### src/rtl/imem_boot_loader.sv
// imem_boot_loader: receives a header-prefixed byte stream, packs it into 32-bit words and
// writes them to instruction memory from address 0, holding the processor in reset until done.
`default_nettype none

module imem_boot_loader #(
  parameter int ADDR_WIDTH = 8,
  parameter bit BIG_ENDIAN = 1'b1
) (
  input  logic                  ref_clk,
  input  logic                  reset,
  input  logic                  byte_valid,
  input  logic [7:0]            byte_data,
  output logic                  byte_ready,
  output logic                  imem_we,
  output logic [ADDR_WIDTH-1:0] imem_addr,
  output logic [31:0]           imem_wdata,
  output logic                  cpu_reset,
  output logic                  load_done,
  output logic                  load_error
);

  localparam logic [31:0] C_CAPACITY = 32'd1 << ADDR_WIDTH;

  typedef enum logic [2:0] {
    S_IDLE   = 3'd0,
    S_HDR_HI = 3'd1,
    S_HDR_LO = 3'd2,
    S_DATA   = 3'd3,
    S_WRITE  = 3'd4,
    S_DONE   = 3'd5,
    S_ERROR  = 3'd6
  } state_t;

  state_t              r_state;
  state_t              w_next_state;
  logic [15:0]         r_num_words;
  logic [ADDR_WIDTH:0] r_word_cnt;
  logic [1:0]          r_byte_idx;
  logic [31:0]         r_word;

  logic                w_ready;
  logic                w_accept;
  logic [15:0]         w_hdr_count;
  logic                w_last_word;
  logic [31:0]         w_assembled;

  assign w_ready     = (r_state == S_HDR_HI) || (r_state == S_HDR_LO) || (r_state == S_DATA);
  assign w_accept    = byte_valid && w_ready;
  assign w_hdr_count = {r_num_words[15:8], byte_data};
  assign w_last_word = ((32'(r_word_cnt) + 32'd1) == 32'(r_num_words));

  // Byte lane order only affects packing; the header is always big-endian.
  generate
    if (BIG_ENDIAN) begin : g_big_endian
      assign w_assembled = {r_word[23:0], byte_data};
    end else begin : g_little_endian
      assign w_assembled = {byte_data, r_word[31:8]};
    end
  endgenerate

  always_ff @(posedge ref_clk or negedge reset) begin
    if (!reset) begin
      r_state <= S_IDLE;
    end else begin
      r_state <= w_next_state;
    end
  end

  always_comb begin
    w_next_state = r_state;
    imem_we      = 1'b0;
    cpu_reset    = 1'b1;
    load_done    = 1'b0;
    load_error   = 1'b0;
    case (r_state)
      S_IDLE: begin
        w_next_state = S_HDR_HI;
      end
      S_HDR_HI: begin
        if (w_accept) begin
          w_next_state = S_HDR_LO;
        end
      end
      S_HDR_LO: begin
        if (w_accept) begin
          if (w_hdr_count == 16'd0) begin
            w_next_state = S_DONE;
          end else if (32'(w_hdr_count) > C_CAPACITY) begin
            w_next_state = S_ERROR;
          end else begin
            w_next_state = S_DATA;
          end
        end
      end
      S_DATA: begin
        if (w_accept && (r_byte_idx == 2'd3)) begin
          w_next_state = S_WRITE;
        end
      end
      S_WRITE: begin
        imem_we      = 1'b1;
        w_next_state = w_last_word ? S_DONE : S_DATA;
      end
      S_DONE: begin
        cpu_reset = 1'b0;
        load_done = 1'b1;
      end
      S_ERROR: begin
        load_error = 1'b1;
      end
      default: begin
        w_next_state = S_IDLE;
      end
    endcase
  end

  always_ff @(posedge ref_clk or negedge reset) begin
    if (!reset) begin
      r_num_words <= 16'd0;
      r_word_cnt  <= '0;
      r_byte_idx  <= 2'd0;
      r_word      <= 32'd0;
    end else begin
      case (r_state)
        S_HDR_HI: if (w_accept) r_num_words[15:8] <= byte_data;
        S_HDR_LO: if (w_accept) r_num_words[7:0]  <= byte_data;
        S_DATA: begin
          if (w_accept) begin
            r_word     <= w_assembled;
            r_byte_idx <= r_byte_idx + 2'd1;
          end
        end
        S_WRITE: r_word_cnt <= r_word_cnt + 1'b1;
        default: ;
      endcase
    end
  end

  assign byte_ready = w_ready;
  assign imem_addr  = r_word_cnt[ADDR_WIDTH-1:0];
  assign imem_wdata = r_word;

endmodule

`default_nettype wire

### config.mk
export PLATFORM = sky130hd
export DESIGN_NAME = imem_boot_loader
export DESIGN_NICKNAME = d
export VERILOG_FILES = /design/src/rtl/imem_boot_loader.sv
export SDC_FILE = /design/constraint.sdc
export NUM_CORES = 1
export LEC_CHECK = 0
export ABC_AREA = 1
export CORE_MARGIN = 2
export CORE_UTILIZATION = 55
export CTS_CLUSTER_DIAMETER = 30
export CTS_CLUSTER_SIZE = 8
export DETAILED_ROUTE_END_ITERATION = 16
export GPL_TIMING_DRIVEN = 0
export HOLD_SLACK_MARGIN = 0.12
export PLACE_DENSITY = 0.95
export SKIP_CTS_REPAIR_TIMING = 1
export SLEW_MARGIN = 0
export SYNTH_ARGS = -nofsm -noshare
export SYNTH_HDL_FRONTEND = slang
export SYNTH_SLANG_ARGS = --single-unit
### constraint.sdc
create_clock -name ref_clk -period 3.56 [get_ports ref_clk]
set_input_delay 0.356 -clock ref_clk [delete_from_list [all_inputs] [get_ports ref_clk]]
set_output_delay 0.356 -clock ref_clk [all_outputs]
set_load 0.05 [all_outputs]
# == Yosys cells after proc, flatten, opt, wreduce, memory -nomap -nowiden ==
# Index checks and enable logic that the tools add are counted.
# word_totals
n_memories,0
ff_bits,62
rom_bits,0
ram_bits,0
word_cells,44
latchBits,0
# op_classes
muxes,11
mul,0
n_reduce_logical,11
n_shift,0
n_div,0
n_bitwise,1
addsub,3
n_eq_ne,11
order_cmp,1
# ops
op,n
3-bit 2-to-1 mux,6
3-bit case mux with 6 select lines,1
10-bit by 16-bit == test with 1-bit output,1
"16-bit by 9-bit > comparator with 1-bit output, second input constant",1
16-bit zero test,1
"9-bit by 1-bit adder with 10-bit output, second input constant",1
"9-bit by 1-bit adder with 9-bit output, second input constant",1
"3-bit == test, second input constant",3
"3-bit by 2-bit == test with 1-bit output, second input constant",2
2-bit AND reduction,3
1-bit 2-to-1 mux,4
"2-bit inequality test, second input constant",2
4-bit AND reduction,1
"3-bit by 1-bit == test with 1-bit output, second input constant",1
3-bit zero test,1
"2-bit by 1-bit adder with 2-bit output, second input constant",1
"2-bit == test, second input constant",1
1-bit logical AND,2
1-bit logical OR,2
"2-bit by 1-bit inequality test with 1-bit output, second input constant",1
2-bit OR reduction,1
1-bit NOT,1

# == Longest topological paths before layout ==
# depth
depth_word,7
ltp_mapped,14
mapped_depth_nobuf,14

# == Worst setup path after synthesis ==
# OpenSTA, ideal clock, no wires.
# synth_timing
path_type,reg-to-output
startpoint,register r_state[0]
endpoint,output port cpu_reset
t_required_ns,3.204
path_buffers,0
setup_slack_ns,1.454
t_arrival_ns,1.750
path_stages_with_launch,6
path_cell_list,dfrtp_1 -> inv_1 -> nor2_1 -> inv_1 -> nor2_1 -> inv_1
# synth_via
elab_chain_cells,2
# synth_lines
item,line,rtl
start: declaration,34,state_t r_state;
start signal: assignment,65,r_state <= w_next_state;
3-bit == test,75,case (r_state)
1-bit 2-to-1 mux,75,
end: declaration,17,"output logic cpu_reset,"
# No other way between the ends.

# == Worst setup path after layout ==
# layout_timing
startpoint,register r_state[1]
endpoint,output port imem_we
# layout_via
elab_chain_cells,2
# layout_lines
item,line,rtl
3-bit == test,75,
1-bit 2-to-1 mux,75,
end: declaration,14,"output logic imem_we,"
# No other way between the ends.

==> results.md <==
* Routed length per placed instance at 15.7 µm
* Worst Skew at 0.00725 ns
* Clock Sinks at 62
* FF-to-FF Start: r_word_cnt[0]
* CORE AREA at 0.00517 mm²
* Final worst path period share at 0.689
* Syn. warnings at 0
* Max-cap violations at 0
* Switching share of total power at 0.210
* Overflow after GRT at 0
* Setup-failing EPs final at 0
* Worst slew pin tran at 0.800 ns
* Max clock buf depth at 2
* Maximum VDD drop at 0.000356 V
* Mapped Area at 0.00297 mm²
* DR vias at 2573
* Initial antenna violation count at 0
* Layout cell share with drive strength beyond 1 at 0.129
* Cell Chain, Critical Path: nor2_1 > inv_1 > nor2_4 > clkdlybuf4s50_1
* Remaining antenna violation count at 0
* Clock root buffer master: clkbuf_8
* Clk_lat worst skew at 0.35 ns
* Sw power at 300 µW
* Crit Path Category: flop to primary output
* Clk pwr share at 0.483
* Worst-path fanout max at 7
* Synthesized instance count at 332
* Crit-path leading delay family: buffers and inverters
* Sequential share of the synthesized area at 0.522
* CP max stage cell: clkdlybuf4s50_1
* Combinational Power Share at 0.024
* FF+latch count, synth at 62
* Row count at 26
* Relative slew slack at 0.466
* Hold slack at 0.0940 ns
* CTS Buf Count at 9
* # placed instances at 458
* Unrepaired setup endpoints after global routing: no
* Diodes inserted at 0
* Reg2Reg Setup Slack at 1.58 ns
* Fmax at 407 MHz
* Slew Limit Fails at 0
* DR DRC count at 0
* HPWL Detailed at 5380 µm
* Post-route cell area at 0.00385 mm²
* Critical path buffers and inverters at 2
* DR vias/cell at 5.43
* Initial Utilization at 0.574
* WP data arrival at 2.10 ns
* Die Footprint at 0.00600 mm²
* Final hold vios at 0
* GPL Wtd Cong at 0.960
* Total GRT Usage at 0.267
* Worst Path Required at 3.20 ns
* Power Density at 371 mW/mm²
* Worst R2R End: r_state[1]
* Tmin final at 2.45 ns
* Final nets at 412
* Crit-path max cell delay at 0.84 ns
* Cell Area, Placed at 0.00362 mm²
* Crit. End Element: primary output
* Die Width at 77.5 µm
* Worst Hold Class: primary input to asynchronous set/reset pin
* Syn avg cell area at 8.95 µm²
* Initial DRC Count at 176
* Post-Route Setup TNS at 0 ns
* R2R depth at 12
* Reg clk slew, reported paths at 0.07 ns
* Status: completed
* Sequential power share at 0.493
* Stages on the worst setup path at 4
* Syn-to-layout area delta at 29.5%
* First-pass GRT wire length at 12400 µm
* I/O pins at 56
* H-tree depth at 3
* Post-Layout Cell Count at 474
* CTS tree: built
* Final WL at 7460 µm
* Synth unique cells at 29
* Vias in the first global route at 2652
* Syn nets at 345
* Port bufs at 55
* Leakage power at 0.00183 µW
* Pin count of the biggest net entering global routing at 36
* Die Y at 77.5 µm
* Startpoint types: flop
* First-pass iteration count of the detailed router at 5
* Pint at 1130 µW
==> synth_stat cells <==
| cell | instances | area, µm² |
|---|---|---|
| nand3_2 | 2 | 20.0 |
| nor3_1 | 1 | 5.00 |
| nor2_2 | 6 | 37.5 |
| buf_4 | 8 | 60.1 |
| o21ai_0 | 34 | 170 |
| clkbuf_1 | 5 | 18.8 |
| nand3_1 | 14 | 70.1 |
| dfrtp_1 | 62 | 1550 |
| a31oi_1 | 1 | 6.26 |
| buf_6 | 2 | 22.5 |
| o21ai_1 | 3 | 15.0 |
| ha_1 | 2 | 25.0 |
| nor2_1 | 20 | 75.1 |
| nor2_4 | 1 | 11.3 |
| nand4_1 | 4 | 25.0 |
| nand3b_1 | 3 | 22.5 |
| mux2_1 | 16 | 180 |
| mux2_2 | 7 | 78.8 |
| a21oi_1 | 2 | 10.0 |
| nor4_1 | 1 | 6.26 |
| xor2_1 | 2 | 17.5 |
| inv_1 | 34 | 128 |
| xnor2_1 | 2 | 17.5 |
| nand2_1 | 90 | 338 |
| buf_2 | 1 | 5.00 |
| o21a_1 | 1 | 7.51 |
| nor3_2 | 1 | 10.0 |
| inv_2 | 3 | 11.3 |
| nand2_2 | 4 | 25.0 |
==> through the flow <==
step                      total power, µW  worst slack [ns]   util
after floorplan                       722              1.45      -
after global placement                749             0.223  0.698
after detailed placement              752              1.47  0.701
after CTS                            1440              1.11  0.744
after global routing                 1470              1.01  0.744
final                                1430              1.11  0.744
==> power by group through the flow <==
| stage | Sequential, µW | Combinational, µW | Clock, µW |
|---|---|---|---|
| floorplan | 718 | 4.01 | 0 |
| global placement | 718 | 31.4 | 0 |
| detailed placement | 718 | 34.4 | 0 |
| CTS | 704 | 34.5 | 697 |
| global route | 704 | 38.3 | 727 |
| finish | 704 | 34.2 | 691 |
==> area by class of cell <==
class	instances	area, µm²
plain buffers	16	106
clock buffers	11	141
clock inverters	5	82.6
fillers	324	1330
inverters	37	139
multi-input cells	217	1170
flip-flops and latches	62	1550
well taps	70	87.6
repair buffers	56	566
==> routing by layer <==
layer  wire length [µm]  track usage  share of wire
met4                293        0.146          0.039
met2               3930        0.469           0.53
met3                435       0.0523          0.058
met1               2800        0.307           0.38
met5                  0            0              0
==> cell families (layout without fill, tap and decap cells) <==
family,after synthesis,after routing,share of synthesized area
compound gates,41,41,0.0703
xor+xnor,4,4,0.0118
fa+ha+maj,2,2,0.00842
buf+inv,53,125,0.0826
flops,62,62,0.522
mux,23,23,0.0872
simple gates,147,147,0.217
==> registers in the layout, indices dropped and copies added (netlist names) <==
register     flops
imem_wdata      32
r_byte_idx       2
r_num_words     16
r_state          3
r_word_cnt       9
==> worst max-delay path by stage <==
stage | start | end | slack, ns
finish | r_state[1] | imem_we | 1.11
global route | r_state[1] | imem_we | 1.01
CTS | r_state[1] | imem_we | 1.11
detailed placement | r_state[1] | imem_we | 1.47
global placement | reset | r_word_cnt[2] | 0.22
floorplan | r_state[0] | cpu_reset | 1.45
==> cells in the final DEF, fill, tap and decap left out, types with 7 or more instances in the layout <==
cell type        count
buf_4                8
clkbuf_8            10
clkdlybuf4s50_1     54
dfrtp_1             62
inv_1               34
mux2_1              16
mux2_2               7
nand2_1             90
nand3_1             14
nor2_1              20
o21ai_0             34
Note: power is estimated with default switching activity, not from simulation.
